**src/rtl/redmule_arb_pkg.sv**
```systemverilog
// Shared types and helpers for the RedMulE TCDM arbiter.
package redmule_arb_pkg;

  localparam int unsigned DefNReq = 2;
  localparam int unsigned DefAw   = 32;
  localparam int unsigned DefDw   = 32;

  // A single requester still needs one ID bit so that FIFO entries are never zero-width.
  function automatic int unsigned id_width(input int unsigned n_req);
    return (n_req > 1) ? $clog2(n_req) : 1;
  endfunction

  localparam int unsigned DefIdW = id_width(DefNReq);

  typedef struct packed {
    logic [DefAw-1:0]   add;
    logic               wen;
    logic [DefDw/8-1:0] be;
    logic [DefDw-1:0]   data;
  } tcdm_req_t;

  typedef struct packed {
    logic [DefDw-1:0] r_data;
    logic             r_valid;
  } tcdm_rsp_t;

endpackage

```
**src/rtl/redmule_arb_id_fifo.sv**
```systemverilog
// In-order FIFO of requester IDs for transactions outstanding on the memory port.
module redmule_arb_id_fifo #(
  parameter int unsigned DEPTH = 4,
  parameter int unsigned WIDTH = 1
) (
  input  logic             clk_i,
  input  logic             rst_i,
  input  logic             push_i,
  input  logic [WIDTH-1:0] data_i,
  input  logic             pop_i,
  output logic             full_o,
  output logic             empty_o,
  output logic [WIDTH-1:0] head_o
);

  localparam int unsigned PtrW = $clog2(DEPTH);
  localparam logic [PtrW:0] FullCnt = DEPTH[PtrW:0];

  logic [WIDTH-1:0] mem_q [DEPTH];
  logic [PtrW-1:0]  wr_ptr_q, rd_ptr_q;
  logic [PtrW:0]    cnt_q;
  logic             push_ok, pop_ok;

  assign full_o  = (cnt_q == FullCnt);
  assign empty_o = (cnt_q == '0);
  assign head_o  = mem_q[rd_ptr_q];
  assign push_ok = push_i & ~full_o;
  assign pop_ok  = pop_i & ~empty_o;

  always_ff @(posedge clk_i) begin
    if (rst_i) begin
      wr_ptr_q <= '0;
      rd_ptr_q <= '0;
      cnt_q    <= '0;
    end else begin
      if (push_ok) wr_ptr_q <= wr_ptr_q + PtrW'(1);
      if (pop_ok)  rd_ptr_q <= rd_ptr_q + PtrW'(1);
      case ({push_ok, pop_ok})
        2'b10:   cnt_q <= cnt_q + (PtrW+1)'(1);
        2'b01:   cnt_q <= cnt_q - (PtrW+1)'(1);
        default: cnt_q <= cnt_q;
      endcase
    end
  end

  always_ff @(posedge clk_i) begin
    if (push_ok) mem_q[wr_ptr_q] <= data_i;
  end

endmodule

```
**src/rtl/redmule_tcdm_arbiter.sv**
```systemverilog
// Round-robin arbiter sharing one TCDM port among N_REQ requesters with in-order response routing.
// Optional per-requester grant/stall counters: define REDMULE_TCDM_ARB_PERF_EN.
module redmule_tcdm_arbiter
  import redmule_arb_pkg::*;
#(
  parameter int unsigned N_REQ     = 2,
  parameter int unsigned AW        = 32,
  parameter int unsigned DW        = 32,
  parameter int unsigned MAX_OUTST = 4
) (
  input  logic [N_REQ-1:0]        req_i,
  output logic [N_REQ-1:0]        gnt_o,
  input  logic [N_REQ*AW-1:0]     add_i,
  input  logic [N_REQ-1:0]        wen_i,
  input  logic [N_REQ*DW/8-1:0]   be_i,
  input  logic [N_REQ*DW-1:0]     data_i,
  output logic [DW-1:0]           r_data_o,
  output logic [N_REQ-1:0]        r_valid_o,
  output logic                    mst_req_o,
  input  logic                    mst_gnt_i,
  output logic [AW-1:0]           mst_add_o,
  output logic                    mst_wen_o,
  output logic [DW/8-1:0]         mst_be_o,
  output logic [DW-1:0]           mst_data_o,
  input  logic [DW-1:0]           mst_r_data_i,
  input  logic                    mst_r_valid_i,
  input  logic                    clk_i,
  input  logic                    rst_i,
  output logic                    err_o
`ifdef REDMULE_TCDM_ARB_PERF_EN
  ,
  output logic [N_REQ*32-1:0]     perf_gnt_o,
  output logic [N_REQ*32-1:0]     perf_stall_o
`endif
);

  localparam int unsigned IdW = id_width(N_REQ);
  localparam int unsigned BeW = DW / 8;

  logic [IdW-1:0] rr_ptr_q, sel, head;
  logic           any_req, full, empty, handshake, pop, err_q;
  int unsigned    best;

  // Pick the requester with the smallest round-robin distance from rr_ptr.
  always_comb begin
    sel     = '0;
    any_req = 1'b0;
    best    = N_REQ;
    for (int unsigned i = 0; i < N_REQ; i++) begin
      if (req_i[i] && (((i + N_REQ - 32'(rr_ptr_q)) % N_REQ) < best)) begin
        best    = (i + N_REQ - 32'(rr_ptr_q)) % N_REQ;
        sel     = IdW'(i);
        any_req = 1'b1;
      end
    end
  end

  assign mst_req_o = any_req & ~full & ~rst_i;
  assign handshake = mst_req_o & mst_gnt_i;
  assign gnt_o     = handshake ? (N_REQ'(1) << sel) : '0;

  always_comb begin
    mst_add_o  = '0;
    mst_wen_o  = 1'b0;
    mst_be_o   = '0;
    mst_data_o = '0;
    if (mst_req_o) begin
      mst_add_o  = add_i[32'(sel)*AW +: AW];
      mst_wen_o  = wen_i[sel];
      mst_be_o   = be_i[32'(sel)*BeW +: BeW];
      mst_data_o = data_i[32'(sel)*DW +: DW];
    end
  end

  assign pop       = mst_r_valid_i & ~empty & ~rst_i;
  assign r_valid_o = pop ? (N_REQ'(1) << head) : '0;
  assign r_data_o  = mst_r_data_i;
  assign err_o     = err_q;

  always_ff @(posedge clk_i) begin
    if (rst_i) begin
      rr_ptr_q <= '0;
      err_q    <= 1'b0;
    end else begin
      if (handshake) rr_ptr_q <= (32'(sel) == N_REQ - 1) ? '0 : sel + IdW'(1);
      if (mst_r_valid_i && empty) err_q <= 1'b1;
    end
  end

  redmule_arb_id_fifo #(
    .DEPTH (MAX_OUTST),
    .WIDTH (IdW)
  ) u_id_fifo (
    .clk_i   (clk_i),
    .rst_i   (rst_i),
    .push_i  (handshake),
    .data_i  (sel),
    .pop_i   (pop),
    .full_o  (full),
    .empty_o (empty),
    .head_o  (head)
  );

`ifdef REDMULE_TCDM_ARB_PERF_EN
  logic [31:0] perf_gnt_q   [N_REQ];
  logic [31:0] perf_stall_q [N_REQ];

  // Both counters saturate rather than wrap.
  always_ff @(posedge clk_i) begin
    for (int unsigned i = 0; i < N_REQ; i++) begin
      if (rst_i) begin
        perf_gnt_q[i]   <= '0;
        perf_stall_q[i] <= '0;
      end else begin
        if (gnt_o[i] && perf_gnt_q[i] != '1) perf_gnt_q[i] <= perf_gnt_q[i] + 32'd1;
        if (req_i[i] && !gnt_o[i] && perf_stall_q[i] != '1) begin
          perf_stall_q[i] <= perf_stall_q[i] + 32'd1;
        end
      end
    end
  end

  always_comb begin
    perf_gnt_o   = '0;
    perf_stall_o = '0;
    for (int unsigned i = 0; i < N_REQ; i++) begin
      perf_gnt_o[i*32 +: 32]   = perf_gnt_q[i];
      perf_stall_o[i*32 +: 32] = perf_stall_q[i];
    end
  end
`endif

endmodule

```
**config.mk**
```make
export PLATFORM = sky130hd
export DESIGN_NAME = redmule_tcdm_arbiter
export DESIGN_NICKNAME = d
export VERILOG_FILES = /design/src/rtl/redmule_arb_pkg.sv /design/src/rtl/redmule_arb_id_fifo.sv /design/src/rtl/redmule_tcdm_arbiter.sv
export SDC_FILE = /design/constraint.sdc
export NUM_CORES = 1
export LEC_CHECK = 0
export CORE_AREA = 5 5 106 108
export DETAILED_ROUTE_END_ITERATION = 8
export DIE_AREA = 0 0 111 113
export PLACE_DENSITY = 0.84
export RECOVER_POWER = 50
export SYNTH_ARGS = -nofsm -noshare
export SYNTH_HDL_FRONTEND = slang
export SYNTH_SLANG_ARGS = --single-unit
```
**constraint.sdc**
```tcl
create_clock -name clk_i -period 3.4 [get_ports clk_i]
set_input_delay 0.68 -clock clk_i [delete_from_list [all_inputs] [get_ports clk_i]]
set_output_delay 0.68 -clock clk_i [all_outputs]
set_load 0.03 [all_outputs]
```
==> summary.json, run 1 <==
{
  "core_region_area_mm2": 0.0101,
  "drive_above_1_share": 0.187,
  "ctsResizeCount": 0,
  "grt_first_pass_wirelength_um": 16900,
  "postSynthCellCount": 356,
  "maxSlewViolCount": 0,
  "antennaDiodeCount": 0,
  "drt_drc_violations_left": 0,
  "syn_area_mm2": 0.00247,
  "relative_slew_slack": 0.606,
  "cts-root-buf": "sky130_fd_sc_hd__clkbuf_8",
  "final_cycle_share": 0.941,
  "run_status": "complete, no violations",
  "synth_top_area_share": 0.213,
  "clock-sinks": 15,
  "synth_enable_flop_cells": 4,
  "ys_types": 37,
  "hp-class": "reg -> reg",
  "die_y_um": 113,
  "critical_path_maximum_fanout": 36,
  "clk-insertion-delay-late_ps": 250,
  "finalClockSkew_ps": 4.96,
  "max_freq_ghz": 0.313,
  "finalSetupViolCount": 0,
  "drt-met1-wl_um": 4350,
  "p_leak_uw": 0.00152,
  "cts_tree": "done",
  "wirelength_um": 11000,
  "via_count_of_the_first_global_routing_pass": 3267,
  "worst_pin_slew_ps": 592,
  "cts_inserted_buffers": 3,
  "synth.top_cells.by_count": "sky130_fd_sc_hd__o211ai_1 (70), sky130_fd_sc_hd__a21oi_1 (62), sky130_fd_sc_hd__o21ai_0 (61)",
  "portBuffers": 218,
  "floorplan.die.width_um": 111,
  "layout_min_cycle_time_ps": 3200,
  "placementRows": 37,
  "gp_congestion": 0.930,
  "post-cts-setup-buffers": 0,
  "placed_cell_area_mm2": 0.00431,
  "setup.worst_path.class": "in -> out",
  "synthToLayoutAreaGrowth_pct": 73.4,
  "wl_per_cell_um": 16.9,
  "postRouteAntennaNets": 0,
  "ir_worst_vdd_mv": 0.226,
  "floorplan.die_area_mm2": 0.0125,
  "clkSlewWorstSetupHoldPaths_ps": 50,
  "synth.ff_latch_count": 15,
  "rsz0062_at_grt": "no",
  "post_synth.cell_area_avg_um2": 6.93,
  "cap_violations": 0,
  "synthTopCellsByArea": "sky130_fd_sc_hd__o211ai_1 (21%), sky130_fd_sc_hd__a21oi_1 (13%), sky130_fd_sc_hd__o21ai_0 (12%)",
  "place_hpwl_um": 8780,
  "grtUsageTotal": 0.158,
  "synthesis.nets": 538,
  "critical_path_arrival_ps": 2520,
  "post-synth-top-area-cell": "sky130_fd_sc_hd__o211ai_1",
  "gr-total-overflow": 0,
  "average_vias_per_placed_instance": 5.30,
  "post_cts_hold_buffer_count": 0,
  "totalNegativeSetupSlack_ps": 0,
  "cts_buffer_depth": 2,
  "dominantRegCellSynth": "sky130_fd_sc_hd__dfxtp_1",
  "drt_first_iter_violations": 283,
  "number_of_antenna_violations_at_the_first_check_in_global_routing": 0,
  "ys_seq_area_frac": 0.138,
  "yosys.cell_count.top_type": "sky130_fd_sc_hd__o211ai_1",
  "cts_htree_levels": 1,
  "vias": 3447,
  "wl_met3_um": 963,
  "finalHoldViolCount": 0,
  "finish.net_count": 697,
  "pwr_density_cell_mw_per_mm2": 226,
  "dr.max_layer_used": "met4",
  "initial_core_util": 0.243,
  "final_cell_area_mm2": 0.00428,
  "synth_warnings": 0,
  "asyncSetResetFlopFracSynth": 0,
  "num_io_pins": 283,
  "kind_of_start_point_of_the_critical_path": "input port",
  "met2WireLength_um": 5580,
  "detailedRoute.firstPassIterationCount": 4,
  "end_kind": "output pin",
  "worst_ep_required_time_ps": 2720,
  "grt_start_max_net_pins": 60
}
-- kinds of logic after synthesis --
logic type	count (synthesis)	synth area share
AO/OA/AOI/OAI	215	0.531
buffers and inverters	87	0.202
AND/OR/NAND/NOR	26	0.0623
flip-flops	15	0.138
adder cells (fa/ha/maj)	6	0.0335
multiplexers	5	0.0258
XOR/XNOR	2	0.00710
-- layout by cell type, fill, tap and decap left out, drive strengths merged, types with 5 or more instances in the layout --
master / instances
a21oi: 72
o211ai: 70
clkdlybuf4s50: 145
dfxtp: 11
nor2: 7
clkbuf: 17
nand2: 5
ha: 5
o21ai: 70
inv: 9
buf: 73
-- through the flow --
step                hold WS (ps)  instances  setup slack [ps]  total power [µW]   util
finish                       476        650               201               967  0.422
global placement             449        646               311               829  0.425
CTS                          484        650               226               988  0.430
floorplan                    456        356               844               611      -
global route                 512        650               102              1030  0.422
detailed placement           474        646               221               843  0.425
-- area by class of cell --
class | count | area, µm²
clock buffers | 4 | 45.0
flip-flops and latches | 15 | 342
repair buffers | 232 | 2070
multi-input cells | 254 | 1620
inverters | 9 | 33.8
well taps | 136 | 170
fillers | 1030 | 5860
-- per-layer routing --
metal  vias to the layer above  GRT usage
li1                       1621          -
met1                      1612      0.185
met2                       204      0.293
met3                        10     0.0439
met4                         0     0.0246
met5                         -          0
-- critical path, cell delays in order --
cell and delay (ps):
sky130_fd_sc_hd__clkdlybuf4s50_1 470, sky130_fd_sc_hd__o21ba_1 260, sky130_fd_sc_hd__nand2_4 320, sky130_fd_sc_hd__buf_4 460
sky130_fd_sc_hd__a21oi_1 100, sky130_fd_sc_hd__buf_4 190
-- worst paths after layout --
path / from / endpoint / slack (ps) / cells past startpoint
worst min register to register: err_o / err_o / 480 / 2
worst max-delay path: req_i[0] / mst_data_o[16] / 200 / 6
worst min-delay path: err_o / err_o / 480 / 2
worst max register to register: u_id_fifo.cnt_q[2] / u_id_fifo.cnt_q[2] / 1050 / 9
-- power breakdown --
part | internal (µW) | leakage (µW) | switching, µW | total (µW)
Clock | 82.9 | 0.0000228 | 57.9 | 141
Combinational | 288 | 0.00137 | 332 | 620
Sequential | 197 | 0.000127 | 9.81 | 207
Power figures use the tool's default switching activity.
==> run 2: changes to the inputs <==
--- a/config.mk
+++ b/config.mk
@@ -9,7 +9,6 @@
 export DETAILED_ROUTE_END_ITERATION = 8
 export DIE_AREA = 0 0 111 113
 export PLACE_DENSITY = 0.84
-export RECOVER_POWER = 50
 export SYNTH_ARGS = -nofsm -noshare
 export SYNTH_HDL_FRONTEND = slang
 export SYNTH_SLANG_ARGS = --single-unit
==> summary.json, run 2 (same netlist as run 1, synthesis figures left out) <==
{
  "run_status": {"value": "complete, no violations", "change": "unchanged"},
  "holdPathEnd": {"value": "err_o", "change": "unchanged"},
  "initial_core_util": {"value": 0.243, "change": "unchanged"},
  "power.net_switching": {"value": 402, "unit": "µW", "change": "was 399 µW"},
  "num_io_pins": {"value": 283, "change": "unchanged"},
  "timing.rr.end": {"value": "u_id_fifo.cnt_q[2]", "change": "unchanged"},
  "hp-class": {"value": "reg -> reg", "change": "unchanged"},
  "setup.worst_path.class": {"value": "in -> out", "change": "unchanged"},
  "p_total": {"value": 982, "unit": "µW", "change": "was 967 µW"},
  "intPower": {"value": 580, "unit": "µW", "change": "was 567 µW"},
  "ctsResizeCount": {"value": 0, "change": "unchanged"},
  "vias": {"value": 3443, "change": "was 3,447"},
  "final_common_cell": {"value": "sky130_fd_sc_hd__clkdlybuf4s50_1", "change": "unchanged"},
  "cap_violations": {"value": 0, "change": "unchanged"},
  "power.clock.fraction": {"value": 0.143, "change": "was 0.146"},
  "wl_per_cell": {"value": 17.0, "unit": "µm", "change": "was 16.9 µm"},
  "finalSetupViolCount": {"value": 0, "change": "unchanged"},
  "crit_top_cell": {"value": "sky130_fd_sc_hd__buf_4", "change": "unchanged"},
  "hold-path-cell-count": {"value": 2, "change": "unchanged"},
  "gp_congestion": {"value": 0.930, "change": "unchanged"},
  "cts_htree_levels": {"value": 1, "change": "unchanged"},
  "number_of_antenna_violations_at_the_first_check_in_global_routing": {"value": 0, "change": "unchanged"},
  "finish.net_count": {"value": 697, "change": "unchanged"},
  "post_cts_hold_buffer_count": {"value": 0, "change": "unchanged"},
  "synthToLayoutAreaGrowth": {"value": 76.5, "unit": "%", "change": "was 73.4%"},
  "crit_family": {"value": "buffers and inverters", "change": "unchanged"},
  "kind_of_start_point_of_the_critical_path": {"value": "input port", "change": "unchanged"},
  "max_freq": {"value": 0.315, "unit": "GHz", "change": "was 0.313 GHz"},
  "placed_cell_area": {"value": 0.00431, "unit": "mm²", "change": "unchanged"},
  "layout_min_cycle_time": {"value": 3170, "unit": "ps", "change": "was 3200 ps"},
  "floorplan.die_area": {"value": 0.0125, "unit": "mm²", "change": "unchanged"},
  "grt_start_max_net_pins": {"value": 60, "change": "unchanged"},
  "average_vias_per_placed_instance": {"value": 5.30, "change": "about the same"},
  "drive_above_1_share": {"value": 0.218, "change": "was 0.187"},
  "drt_drc_violations_left": {"value": 0, "change": "unchanged"},
  "clk-insertion-delay-late": {"value": 250, "unit": "ps", "change": "about the same"},
  "cts_buffer_depth": {"value": 2, "change": "unchanged"},
  "post-cts-setup-buffers": {"value": 0, "change": "unchanged"},
  "grtUsageTotal": {"value": 0.158, "change": "unchanged"},
  "antennaDiodeCount": {"value": 0, "change": "unchanged"},
  "portBuffers": {"value": 218, "change": "unchanged"},
  "pre_cts_ws": {"value": 221, "unit": "ps", "change": "unchanged"},
  "detailedRoute.firstPassIterationCount": {"value": 4, "change": "unchanged"},
  "totalNegativeSetupSlack": {"value": 0, "unit": "ps", "change": "unchanged"},
  "timing.reg2reg.setup_slack": {"value": 1040, "unit": "ps", "change": "was 1050 ps"},
  "end_kind": {"value": "output pin", "change": "unchanged"},
  "grt_first_pass_wirelength": {"value": 16900, "unit": "µm", "change": "unchanged"},
  "rsz0062_at_grt": {"value": "no", "change": "unchanged"},
  "clkSlewWorstSetupHoldPaths": {"value": 50, "unit": "ps", "change": "about the same"},
  "cp.buffers_inverters": {"value": 3, "change": "unchanged"},
  "core_region_area": {"value": 0.0101, "unit": "mm²", "change": "unchanged"},
  "critical_path_maximum_fanout": {"value": 36, "change": "unchanged"},
  "maxSlewViolCount": {"value": 0, "change": "unchanged"},
  "via_count_of_the_first_global_routing_pass": {"value": 3267, "change": "unchanged"},
  "worst_pin_slew": {"value": 595, "unit": "ps", "change": "was 592 ps"},
  "combPwrFrac": {"value": 0.646, "change": "was 0.641"},
  "worstRegToRegCells": {"value": 9, "change": "unchanged"},
  "postRouteAntennaNets": {"value": 0, "change": "unchanged"},
  "crit_chain": {"value": "clkdlybuf4s50_1, o21ba_4, nand2_4, buf_4, a21oi_1, buf_4", "change": "was clkdlybuf4s50_1, o21ba_1, nand2_4, buf_4, a21oi_1, buf_4"},
  "worst_ep_required_time": {"value": 2720, "unit": "ps", "change": "about the same"},
  "crit_path_top_delay_cell": {"value": "sky130_fd_sc_hd__clkdlybuf4s50_1", "change": "unchanged"},
  "drt_first_iter_violations": {"value": 279, "change": "was 283"},
  "floorplan.die.width": {"value": 111, "unit": "µm", "change": "unchanged"},
  "most-common-layout-cells": {"value": "sky130_fd_sc_hd__clkdlybuf4s50_1 (146), sky130_fd_sc_hd__buf_4 (83), sky130_fd_sc_hd__o211ai_1 (70)", "change": "was sky130_fd_sc_hd__clkdlybuf4s50_1 (145), sky130_fd_sc_hd__buf_4 (71), sky130_fd_sc_hd__o211ai_1 (70)"},
  "switching_share": {"value": 0.409, "change": "was 0.413"},
  "critical_path_arrival": {"value": 2490, "unit": "ps", "change": "was 2520 ps"},
  "place_hpwl": {"value": 8780, "unit": "µm", "change": "unchanged"},
  "placementRows": {"value": 37, "change": "unchanged"},
  "reg2reg_from": {"value": "u_id_fifo.cnt_q[2]", "change": "unchanged"},
  "wirelength": {"value": 11000, "unit": "µm", "change": "about the same"},
  "p_leak": {"value": 0.00158, "unit": "µW", "change": "was 0.00152 µW"},
  "pwr_density_cell": {"value": 225, "unit": "mW/mm²", "change": "was 226 mW/mm²"},
  "filler_cell_count": {"value": 1010, "change": "was 1,030"},
  "clock-sinks": {"value": 15, "change": "unchanged"},
  "max_stage_delay": {"value": 480, "unit": "ps", "change": "was 470 ps"},
  "die_y": {"value": 113, "unit": "µm", "change": "unchanged"},
  "cts_tree": {"value": "done", "change": "unchanged"},
  "finalCoreUtilization": {"value": 0.430, "change": "was 0.422"},
  "finalHoldViolCount": {"value": 0, "change": "unchanged"},
  "ir_worst_vdd": {"value": 0.230, "unit": "mV", "change": "was 0.226 mV"},
  "setup_ws": {"value": 227, "unit": "ps", "change": "was 201 ps"},
  "cts-root-buf": {"value": "sky130_fd_sc_hd__clkbuf_8", "change": "unchanged"},
  "final_cycle_share": {"value": 0.933, "change": "was 0.941"},
  "gr-total-overflow": {"value": 0, "change": "unchanged"},
  "seqPwrFrac": {"value": 0.210, "change": "was 0.214"},
  "final_cell_area": {"value": 0.00436, "unit": "mm²", "change": "was 0.00428 mm²"},
  "finalClockSkew": {"value": 4.92, "unit": "ps", "change": "was 4.96 ps"},
  "relative_slew_slack": {"value": 0.603, "change": "was 0.606"},
  "hold_start": {"value": "err_o", "change": "unchanged"},
  "cts_inserted_buffers": {"value": 3, "change": "unchanged"}
}
-- run 2: how the worst max path moves through the flow --
stage	cells after the start	slack [ps]	end	from
global route	6	140	mst_data_o[16]	req_i[0]
floorplan	4	840	gnt_o[1]	rst_i
finish	6	230	mst_data_o[16]	req_i[0]
detailed placement	6	220	mst_data_o[16]	req_i[0]
global placement	6	310	mst_data_o[11]	req_i[0]
CTS	6	230	mst_data_o[16]	req_i[0]
-- run 2: layout make-up --
class	count	area, µm²	share of cell area
timing repair buffer	232	2130	0.489
multi-input combinational	254	1640	0.376
sequential	15	342	0.0784
tap	136	170	0.0391
clock buffer	4	45.0	0.0103
inverter	9	33.8	0.00775
-- run 2: worst register-to-register path, stage by stage (launching register included) --
cell and delay [ps]:
sky130_fd_sc_hd__dfxtp_1 380, sky130_fd_sc_hd__or3b_4 430, sky130_fd_sc_hd__nand3_2 100, sky130_fd_sc_hd__buf_4 140, sky130_fd_sc_hd__ha_1 180, sky130_fd_sc_hd__inv_1 60
sky130_fd_sc_hd__fa_1 370, sky130_fd_sc_hd__xor2_1 170, sky130_fd_sc_hd__or3_1 310, sky130_fd_sc_hd__a21oi_1 160
-- run 2: metal layers --
layer / track usage / part of all wire / vias up / routed length (µm)
li1: - / - / 1618 / -
met1: 0.185 / 0.39 / 1602 / 4300
met2: 0.293 / 0.51 / 209 / 5580
met3: 0.0439 / 0.093 / 14 / 1030
met4: 0.0246 / 0.012 / 0 / 131
met5: 0 / 0 / - / 0
-- run 2: power by group through the flow --
stage | clock, µW | combinational (µW) | sequential, µW
floorplan | 0 | 400 | 211
global placement | 0 | 620 | 209
detailed placement | 0 | 633 | 211
CTS | 146 | 636 | 207
global route | 155 | 678 | 208
finish | 141 | 634 | 207
-- run 2: stage by stage --
stage	cells	hold WS, ps
floorplan	356	456
global placement	646	449
detailed placement	646	474
CTS	650	484
global route	650	517
finish	650	481
